$ cat src/rtl/rf_write_arbiter.sv
// rf_write_arbiter: round-robin EX/MEM writeback arbiter with a one-cycle write register and a pending-destination scoreboard.
module rf_write_arbiter #(
    parameter int DATA_W = 32,
    parameter int NREGS  = 32
) (
    input  logic              clk,
    input  logic              rstn_i,
    input  logic              ex_valid_i,
    output logic              ex_ready_o,
    input  logic [4:0]        ex_rd_i,
    input  logic [DATA_W-1:0] ex_data_i,
    input  logic              mem_valid_i,
    output logic              mem_ready_o,
    input  logic [4:0]        mem_rd_i,
    input  logic [DATA_W-1:0] mem_data_i,
    output logic              rf_we_o,
    output logic [4:0]        rf_rd_o,
    output logic [DATA_W-1:0] rf_data_o,
    input  logic              issue_valid_i,
    input  logic [4:0]        issue_rd_i,
    output logic              issue_ready_o,
    input  logic [4:0]        rs1_i,
    input  logic [4:0]        rs2_i,
    output logic              stall_o
);
    logic              r_last_mem;
    logic [NREGS-1:0]  r_pending;
    logic [NREGS-1:0]  w_pend_nxt;
    logic              w_ex_xfer;
    logic              w_mem_xfer;
    logic              w_wr;
    logic [4:0]        w_rd;
    logic [DATA_W-1:0] w_data;

    assign ex_ready_o  = ex_valid_i & (~mem_valid_i | r_last_mem);
    assign mem_ready_o = mem_valid_i & (~ex_valid_i | ~r_last_mem);
    assign w_ex_xfer   = ex_valid_i & ex_ready_o;
    assign w_mem_xfer  = mem_valid_i & mem_ready_o;
    assign w_rd        = w_ex_xfer ? ex_rd_i : mem_rd_i;
    assign w_data      = w_ex_xfer ? ex_data_i : mem_data_i;
    // writes to x0 are accepted but never reach the register file
    assign w_wr        = (w_ex_xfer | w_mem_xfer) && (w_rd != 5'd0);

    // bit 0 is held at zero, so x0 always reads as not pending
    assign issue_ready_o = ~r_pending[issue_rd_i];
    assign stall_o       = r_pending[rs1_i] | r_pending[rs2_i];

    always_comb begin
        w_pend_nxt = r_pending;
        if (rf_we_o) w_pend_nxt[rf_rd_o] = 1'b0;
        if (issue_valid_i && issue_ready_o) w_pend_nxt[issue_rd_i] = 1'b1;
        w_pend_nxt[0] = 1'b0;
    end

    always_ff @(posedge clk or negedge rstn_i) begin
        if (!rstn_i) begin
            rf_we_o    <= 1'b0;
            rf_rd_o    <= '0;
            rf_data_o  <= '0;
            r_pending  <= '0;
            r_last_mem <= 1'b1;
        end else begin
            rf_we_o   <= w_wr;
            rf_rd_o   <= w_wr ? w_rd : '0;
            rf_data_o <= w_wr ? w_data : '0;
            r_pending <= w_pend_nxt;
            if (w_ex_xfer | w_mem_xfer) r_last_mem <= w_mem_xfer;
        end
    end
endmodule

$ cat config.mk
export PLATFORM = sky130hd
export DESIGN_NAME = rf_write_arbiter
export DESIGN_NICKNAME = d
export VERILOG_FILES = /design/src/rtl/rf_write_arbiter.sv
export SDC_FILE = /design/constraint.sdc
export NUM_CORES = 1
export LEC_CHECK = 0
export BUFFER_PORTS_ARGS = -buffer_cell sky130_fd_sc_hd__buf_2
export CAP_MARGIN = 20
export CELL_PAD_IN_SITES_DETAIL_PLACEMENT = 1
export CELL_PAD_IN_SITES_GLOBAL_PLACEMENT = 1
export CORE_UTILIZATION = 40
export DETAILED_ROUTE_END_ITERATION = 12
export PLACE_DENSITY = 0.82
export SETUP_SLACK_MARGIN = 0.2
export SYNTH_ARGS = -nofsm -noshare
export SYNTH_HDL_FRONTEND = slang
export SYNTH_SLANG_ARGS = --single-unit
$ cat constraint.sdc
create_clock -name clk -period 3.4 [get_ports clk]
set_input_delay 0.51 -clock clk [delete_from_list [all_inputs] [get_ports clk]]
set_output_delay 0.51 -clock clk [all_outputs]
set_load 0.01 [all_outputs]
==> results.sh, run 1 <==
export IMPL_rsz0062_at_grt="no"
export IMPL_ios=136
export IMPL_grt_pass1_vias=3741
export IMPL_drt_iter0_drc=139
export IMPL_ir_drop_uv=220.7
export IMPL_finalHoldViolations=0
export IMPL_drc_errors=3
export IMPL_drt_wl_total_um=11720
export IMPL_syn_avg_cell_area_um2=10.13
export IMPL_grt_max_degree=48
export IMPL_power_internal_mw=1.876
export IMPL_yosysSeqAreaShare=0.4769
export IMPL_synth_warnings=0
export IMPL_ant_nets=0
export IMPL_rr_startpoint="r_last_mem$_DFFE_PN1P_"
export IMPL_r2r_cells=7
export IMPL_max_slew_margin=0.5593
export IMPL_fin_tns_setup_ns=0
export IMPL_num_vias=3473
export IMPL_ys_flop_type="dfrtp_1"
export IMPL_hold_depth=2
export IMPL_synthTopCellsByCount="nand2_1, dfrtp_1, o21ai_0, a21oi_1, mux4_2"
export IMPL_numCtsBuffers=9
export IMPL_cts_tree="yes"
export IMPL_worstHoldPathType="in2reg"
export IMPL_synth_fp_nets=457
export IMPL_drv_cap=0
export IMPL_drive_above_1_share=0.3848
export IMPL_antenna_found_initial=1
export IMPL_grt_pass1_wl_um=19380
export IMPL_synth_edf_count=0
export IMPL_combPwrFrac=0.288
export IMPL_switching_share=0.3367
export IMPL_syn_area_um2=3676
export IMPL_ys_types=41
export IMPL_critPathKind="in2out"
export IMPL_critPathLaunchType="input port"
export IMPL_clkPwrFrac=0.259
export IMPL_violations="DRC"
export IMPL_clk_latency_ns=0.34
export IMPL_final_net_count=589
export IMPL_power_switching_mw=0.9521
export IMPL_yosysMostFrequentCell="nand2_1"
export IMPL_areaGrowthSynthToFinish_pct=27.03
export IMPL_fin_cells=607
export IMPL_finalSetupViolations=0
export IMPL_cp_required_ns=2.89
export IMPL_status="complete, but fails checks"
export IMPL_synthArstFlopShare=1.000
export IMPL_die_area_um2=9578
export IMPL_reg2reg_slack_ns=1.48
export IMPL_ctsResizeCount=0
export IMPL_critPathSlowestCell="mux4_1"
export IMPL_io_buffers=135
export IMPL_num_rows=34
export IMPL_slew_violations=0
export IMPL_coreArea_um2=8806
export IMPL_clk_pin_slew_worst_paths_ns=0.07
export IMPL_dp_hpwl_um=8819
export IMPL_gr_total_overflow=0
export IMPL_cp_common_cell="buf_2"
export IMPL_cp_cell_sequence="buf_2 > mux4_1 > mux2i_1 > nor2_1 > a21oi_1 > o311a_1 > buf_2"
export IMPL_routabilityCongestion=0.8713
export IMPL_reg2reg_to="rf_data_o[20]$_DFF_PN0_"
export IMPL_min_to="r_last_mem$_DFFE_PN1P_"
export IMPL_post_drt_via_cell_ratio=5.722
export IMPL_placed_cells=590
export IMPL_slowest_delay_ns=0.63
export IMPL_fp_dieW_um=97.87
export IMPL_fin_crit_ns=2.603
export IMPL_wl_per_cell_um=19.31
export IMPL_synth_seq_cells=70
export IMPL_clock_path_buffers=2
export IMPL_firstDrtPassIters=8
export IMPL_syn_inst=363
export IMPL_p_seq_frac=0.454
export IMPL_clock_sinks=70
export IMPL_crit_path_end_kind="primary output"
export IMPL_grt_usage=0.2576
export IMPL_p_leak_nw=2.159
export IMPL_period_share=0.7656
export IMPL_start_util=0.4174
export IMPL_crit_fanout=13
export IMPL_cts_htree_levels=3
export IMPL_tightest_slew_ns=0.6604
export IMPL_root_buffer="clkbuf_8"
export IMPL_synth_area_leaders="dfrtp_1, mux4_2, o21ai_0, nand2_1, a21oi_1"
export IMPL_yosysTopAreaCell="dfrtp_1"
export IMPL_clock_skew_ns=0.007683
export IMPL_n_antenna_cell=0
export IMPL_die_h_um=97.87
export IMPL_synth_top_area_frac=0.4697
export IMPL_min_from="ex_valid_i"
export IMPL_cp_arrival_ns=2.09
export IMPL_fmax_mhz=384.2
export IMPL_power_density_nw_per_um2=605.6
## area by class of cell
| class | count | area [µm²] |
|---|---|---|
| sequential | 70 | 1753 |
| clock buffer | 9 | 123.9 |
| timing repair buffer | 142 | 743.2 |
| clock inverter | 6 | 86.33 |
| inverter | 4 | 15.01 |
| fill | 1026 | 4136 |
| tap | 108 | 135.1 |
| multi-input combinational | 268 | 1813 |
## power by group through the flow
stage               clock network (mW)  registers, mW  logic, mW
detailed placement                   0           1.28      0.809
CTS                              0.742           1.27      0.815
global placement                     0           1.27      0.771
floorplan                            0           1.20      0.538
finish                           0.731           1.28      0.814
global route                     0.778           1.30      0.901
## layer usage
layer  share of wire  up-vias  global-route usage
met2            0.52      147              0.4512
met3           0.080        8             0.06872
met4          0.0040        2             0.06177
met1            0.40     1730              0.3161
li1                -     1586                   -
met5         0.00085        -                   0
## worst max-delay path: cells and delay by family
kind / cells / cell delay (ns)
buffers and inverters: 2 / 0.42
and+or+nand+nor: 1 / 0.05
AOI/OAI and AO/OA: 2 / 0.32
muxes: 2 / 0.79
## cells in the final DEF (no fill, tap or decap), types with 3 or more instances in the layout
master,n
a22o_1,4
o21ai_2,7
nor2_1,11
buf_4,5
buf_2,135
mux4_2,19
or4_1,4
clkbuf_8,9
mux2_2,3
mux2i_1,5
nand2_1,77
nand3_1,5
nand3b_1,13
dfrtp_1,69
a21oi_1,35
inv_1,4
o21ai_0,59
## registers in the layout, summed over array words and instances, names as in the netlist
name / cells
r_last_mem: 1
r_pending: 31
rf_data_o: 32
rf_rd_o: 5
rf_we_o: 1
## through the flow
step / area (µm²) / util / power, mW / setup WS (ns) / hold WS [ns]
floorplan: 3676 / - / 1.737 / 1.089 / 0.2144
global placement: 4429 / 0.5030 / 2.038 / 0.8225 / 0.4778
detailed placement: 4429 / 0.5030 / 2.092 / 0.7924 / 0.5160
CTS: 4639 / 0.5269 / 2.826 / 0.7761 / 0.3709
global route: 4669 / 0.5303 / 2.984 / 0.6997 / 0.3852
finish: 4669 / 0.5303 / 2.828 / 0.7971 / 0.3841
## cells by family (layout without fill, tap and decap cells)
family	count (synthesis)	after routing	share of synthesized area
simple gates	124	124	0.1651
compound gates	115	115	0.1746
flops	70	70	0.4769
mux	29	29	0.1535
buf+inv	25	161	0.02995
## worst max-delay path by stage
stage	startpoint	to	slack (ns)	depth (start not counted)
5_1_grt	issue_rd_i[0]	issue_ready_o	0.70	7
2_1_floorplan	rs2_i[1]	stall_o	1.09	6
4_1_cts	issue_rd_i[0]	issue_ready_o	0.78	7
3_3_place_gp	issue_rd_i[0]	issue_ready_o	0.82	7
3_5_place_dp	issue_rd_i[0]	issue_ready_o	0.79	7
6_report	issue_rd_i[0]	issue_ready_o	0.80	7
## timing repair
| action | in CTS | in global routing |
|---|---|---|
| hold endpoints to repair | 0 | 2 |
| buffers inserted | 0 | 0 |
| hold buffers | 0 | 1 |
Note: power is estimated with default switching activity, not from simulation.
==> run 2: changes to the inputs <==
--- a/config.mk
+++ b/config.mk
@@ -5,13 +5,14 @@
 export SDC_FILE = /design/constraint.sdc
 export NUM_CORES = 1
 export LEC_CHECK = 0
+export ABC_AREA = 1
 export BUFFER_PORTS_ARGS = -buffer_cell sky130_fd_sc_hd__buf_2
 export CAP_MARGIN = 20
 export CELL_PAD_IN_SITES_DETAIL_PLACEMENT = 1
 export CELL_PAD_IN_SITES_GLOBAL_PLACEMENT = 1
-export CORE_UTILIZATION = 40
+export CORE_UTILIZATION = 32
 export DETAILED_ROUTE_END_ITERATION = 12
-export PLACE_DENSITY = 0.82
+export PLACE_DENSITY = 0.73
 export SETUP_SLACK_MARGIN = 0.2
 export SYNTH_ARGS = -nofsm -noshare
 export SYNTH_HDL_FRONTEND = slang
==> constraint.sdc (replaced) <==
create_clock -name clk -period 2.3 [get_ports clk]
set_input_delay 0.345 -clock clk [delete_from_list [all_inputs] [get_ports clk]]
set_output_delay 0.345 -clock clk [all_outputs]
set_load 0.01 [all_outputs]
==> results.sh, run 2 <==
export IMPL_status="complete, no violations"
export IMPL_areaGrowthSynthToFinish_pct=27.03
export IMPL_finalSetupViolations=0
export IMPL_worstHoldPathType="in2async"
export IMPL_yosysSeqAreaShare=0.4073
export IMPL_rr_startpoint="r_last_mem$_DFFE_PN1P_"
export IMPL_slowest_delay_ns=0.45
export IMPL_yosys_area_share_simple=0.4128
export IMPL_finalHoldViolations=0
export IMPL_drt_iter0_drc=340
export IMPL_syn_avg_cell_area_um2=6.424
export IMPL_synth_compound_area_share=0.07965
export IMPL_rsz0062_at_grt="no"
export IMPL_slew_violations=0
export IMPL_period_share=0.8635
export IMPL_root_buffer="clkbuf_16"
export IMPL_die_area_um2=13920
export IMPL_postCtsSetupBuffers=0
export IMPL_critPathKind="reg2out"
export IMPL_cp_common_cell="nand2_1"
export IMPL_synth_top_area_frac=0.4012
export IMPL_fp_dieW_um=118.0
export IMPL_fin_crit_ns=1.986
export IMPL_regMostFlops="rf_data_o"
export IMPL_tightest_slew_ns=0.5721
export IMPL_n_antenna_cell=0
export IMPL_synth_edf_count=0
export IMPL_synthTopCellsByCount="nand2_1, nor2_1, inv_1, dfrtp_1, nand3_1"
export IMPL_cp_required_ns=1.96
export IMPL_firstDrtPassIters=4
export IMPL_reg2reg_to="rf_data_o[13]$_DFF_PN0_"
export IMPL_synthMuxAreaShare=0
export IMPL_ir_drop_uv=341.5
export IMPL_synth_xor_area_frac=0
export IMPL_critPathSlowestCell="dfrtp_1"
export IMPL_yosysTopAreaCell="dfrtp_1"
export IMPL_coreArea_um2=13190
export IMPL_cts_tree="yes"
export IMPL_r2r_cells=6
export IMPL_top_layer="met5"
export IMPL_grt_max_degree=71
export IMPL_drive_above_1_share=0.2090
export IMPL_io_buffers=135
export IMPL_top_regs="rf_data_o (32), r_pending (31), rf_rd_o (5)"
export IMPL_critPathLaunchType="flip-flop"
export IMPL_largest_register_ffs=32
export IMPL_final_common_cell="nand2_1"
export IMPL_drt_met1_wl_um=6701
export IMPL_synth_adder_area_share=0
export IMPL_synth_top_family_by_area="simple AND/OR/NAND/NOR gates"
export IMPL_fin_tns_setup_ns=0
export IMPL_num_vias=4873
export IMPL_routabilityCongestion=0.8951
export IMPL_wl_met2_um=7427
export IMPL_cp_arrival_ns=1.64
export IMPL_cts_htree_levels=3
export IMPL_post_drt_via_cell_ratio=4.998
export IMPL_clock_path_buffers=2
export IMPL_setup_ws_ns=0.3140
export IMPL_clk_latency_ns=0.34
export IMPL_synth_area_leaders="dfrtp_1, nand2_1, nor2_1, nand3_1, inv_1"
export IMPL_most_common_layout_cells="nand2_1, buf_2, nor2_1, inv_1, dfrtp_1"
export IMPL_fillerInstances=1757
export IMPL_power_density_nw_per_um2=849.3
export IMPL_ant_nets=0
export IMPL_wl_met3_um=1164
export IMPL_start_util=0.3263
export IMPL_crit_end="issue_ready_o"
export IMPL_fmax_mhz=503.5
export IMPL_p_leak_nw=2.979
export IMPL_max_slew_margin=0.6186
export IMPL_synth_seq_cells=70
export IMPL_num_rows=42
export IMPL_synth_warnings=0
export IMPL_gr_total_overflow=0
export IMPL_syn_area_um2=4304
export IMPL_yosysMostFrequentCell="nand2_1"
export IMPL_crit_path_end_kind="primary output"
export IMPL_clock_sinks=70
export IMPL_post_place_ws_ns=0.3015
export IMPL_syn_inst=670
export IMPL_synthArstFlopShare=1.000
export IMPL_die_h_um=118.0
export IMPL_synth_fp_nets=764
export IMPL_dp_hpwl_um=11620
export IMPL_numCtsBuffers=9
export IMPL_crit_fanout=4
export IMPL_grt_usage=0.2409
export IMPL_wl_per_cell_um=16.03
export IMPL_reg2reg_slack_ns=0.56
export IMPL_grt_pass1_vias=5147
export IMPL_cp_cell_sequence="nand2_1 > o21ai_0 > nand2_1 > nand2_1 > nand2_1 > nand2_1 > nor2_2 > and2_4 > buf_2"
export IMPL_power_mw=4.644
export IMPL_final_net_count=888
export IMPL_drt_wl_total_um=15630
export IMPL_cp_startpoint="r_pending[23]$_DFF_PN0_"
export IMPL_grt_pass1_wl_um=26490
export IMPL_ios=136
export IMPL_antenna_found_initial=1
export IMPL_drv_cap=0
export IMPL_drc_errors=0
export IMPL_ys_flop_type="dfrtp_1"
export IMPL_clk_pin_slew_worst_paths_ns=0.06
export IMPL_ys_types=23
export IMPL_clock_skew_ns=0.006752
run 2: cell count changes after synthesis, sizes merged, moves of 8 or more:
cell,previous run,this run
a21oi,35,3
buf,8,17
inv,4,73
mux4,21,0
nand2,77,247
nand3,5,55
nand3b,13,1
nand4,1,31
nor2,11,87
nor3,0,8
o21ai,67,53
run 2: timing repair:
action | 4_1_cts | 5_1_grt
resized for setup | 0 | 3
pin swaps | 1 | 0
hold buffers | 0 | 0
setup endpoints to repair | 1 | 1
cloned | 1 | 0
run 2: metal layers:
layer / GRT usage / vias to the layer above
li1: - / 2371
met1: 0.2948 / 2321
met2: 0.3989 / 157
met3: 0.06347 / 22
met4: 0.1026 / 2
met5: 0 / -
run 2: layout make-up:
| type | count | area [µm²] | area share |
|---|---|---|---|
| Sequential cell | 70 | 1753 | 0.3206 |
| Tap cell | 176 | 220.2 | 0.04027 |
| Clock inverter | 3 | 42.54 | 0.007780 |
| Multi-Input combinational cell | 494 | 2140 | 0.3913 |
| Inverter | 75 | 281.5 | 0.05149 |
| Timing Repair Buffer | 144 | 770.7 | 0.1410 |
| Clock buffer | 13 | 260.3 | 0.04760 |
run 2: worst min-delay path by stage:
stage          startpoint                      end  depth (start not counted)
2_1_floorplan      rstn_i  r_pending[10]$_DFF_PN0_                          0
3_3_place_gp       rstn_i  r_pending[31]$_DFF_PN0_                          2
3_5_place_dp       rstn_i  r_pending[30]$_DFF_PN0_                          2
4_1_cts            rstn_i  r_pending[30]$_DFF_PN0_                          2
5_1_grt            rstn_i  r_pending[30]$_DFF_PN0_                          2
6_report           rstn_i  r_pending[30]$_DFF_PN0_                          2
run 2: cells by family (layout without fill, tap and decap cells):
| group | count (synthesis) | count (layout) |
|---|---|---|
| buffers and inverters | 107 | 235 |
| flip-flops | 70 | 70 |
| AND/OR/NAND/NOR | 430 | 430 |
| AO/OA/AOI/OAI | 63 | 64 |
run 2: where the power goes:
part	internal (mW)	switching, mW	total [mW]
Clock	0.897	0.520	1.42
Combinational	0.475	0.803	1.28
Sequential	1.55	0.402	1.95
Total	2.92	1.73	4.64
run 2: worst max-delay path, delay by kind of cell, from the launching register on:
| kind | cells | cell delay (ns) |
|---|---|---|
| AND/OR/NAND/NOR | 7 | 0.62 |
| flip-flops | 1 | 0.45 |
| buffers and inverters | 1 | 0.12 |
| AO/OA/AOI/OAI | 1 | 0.09 |
run 2: per-stage QoR:
step | instance area, µm² | instances | util | hold slack [ns]
after floorplan | 4304 | 670 | - | 0.04941
after global placement | 5149 | 958 | 0.3903 | 0.4034
after detailed placement | 5149 | 958 | 0.3903 | 0.4046
after CTS | 5460 | 975 | 0.4140 | 0.04803
after global routing | 5468 | 975 | 0.4145 | 0.05796
final | 5468 | 975 | 0.4145 | 0.01365
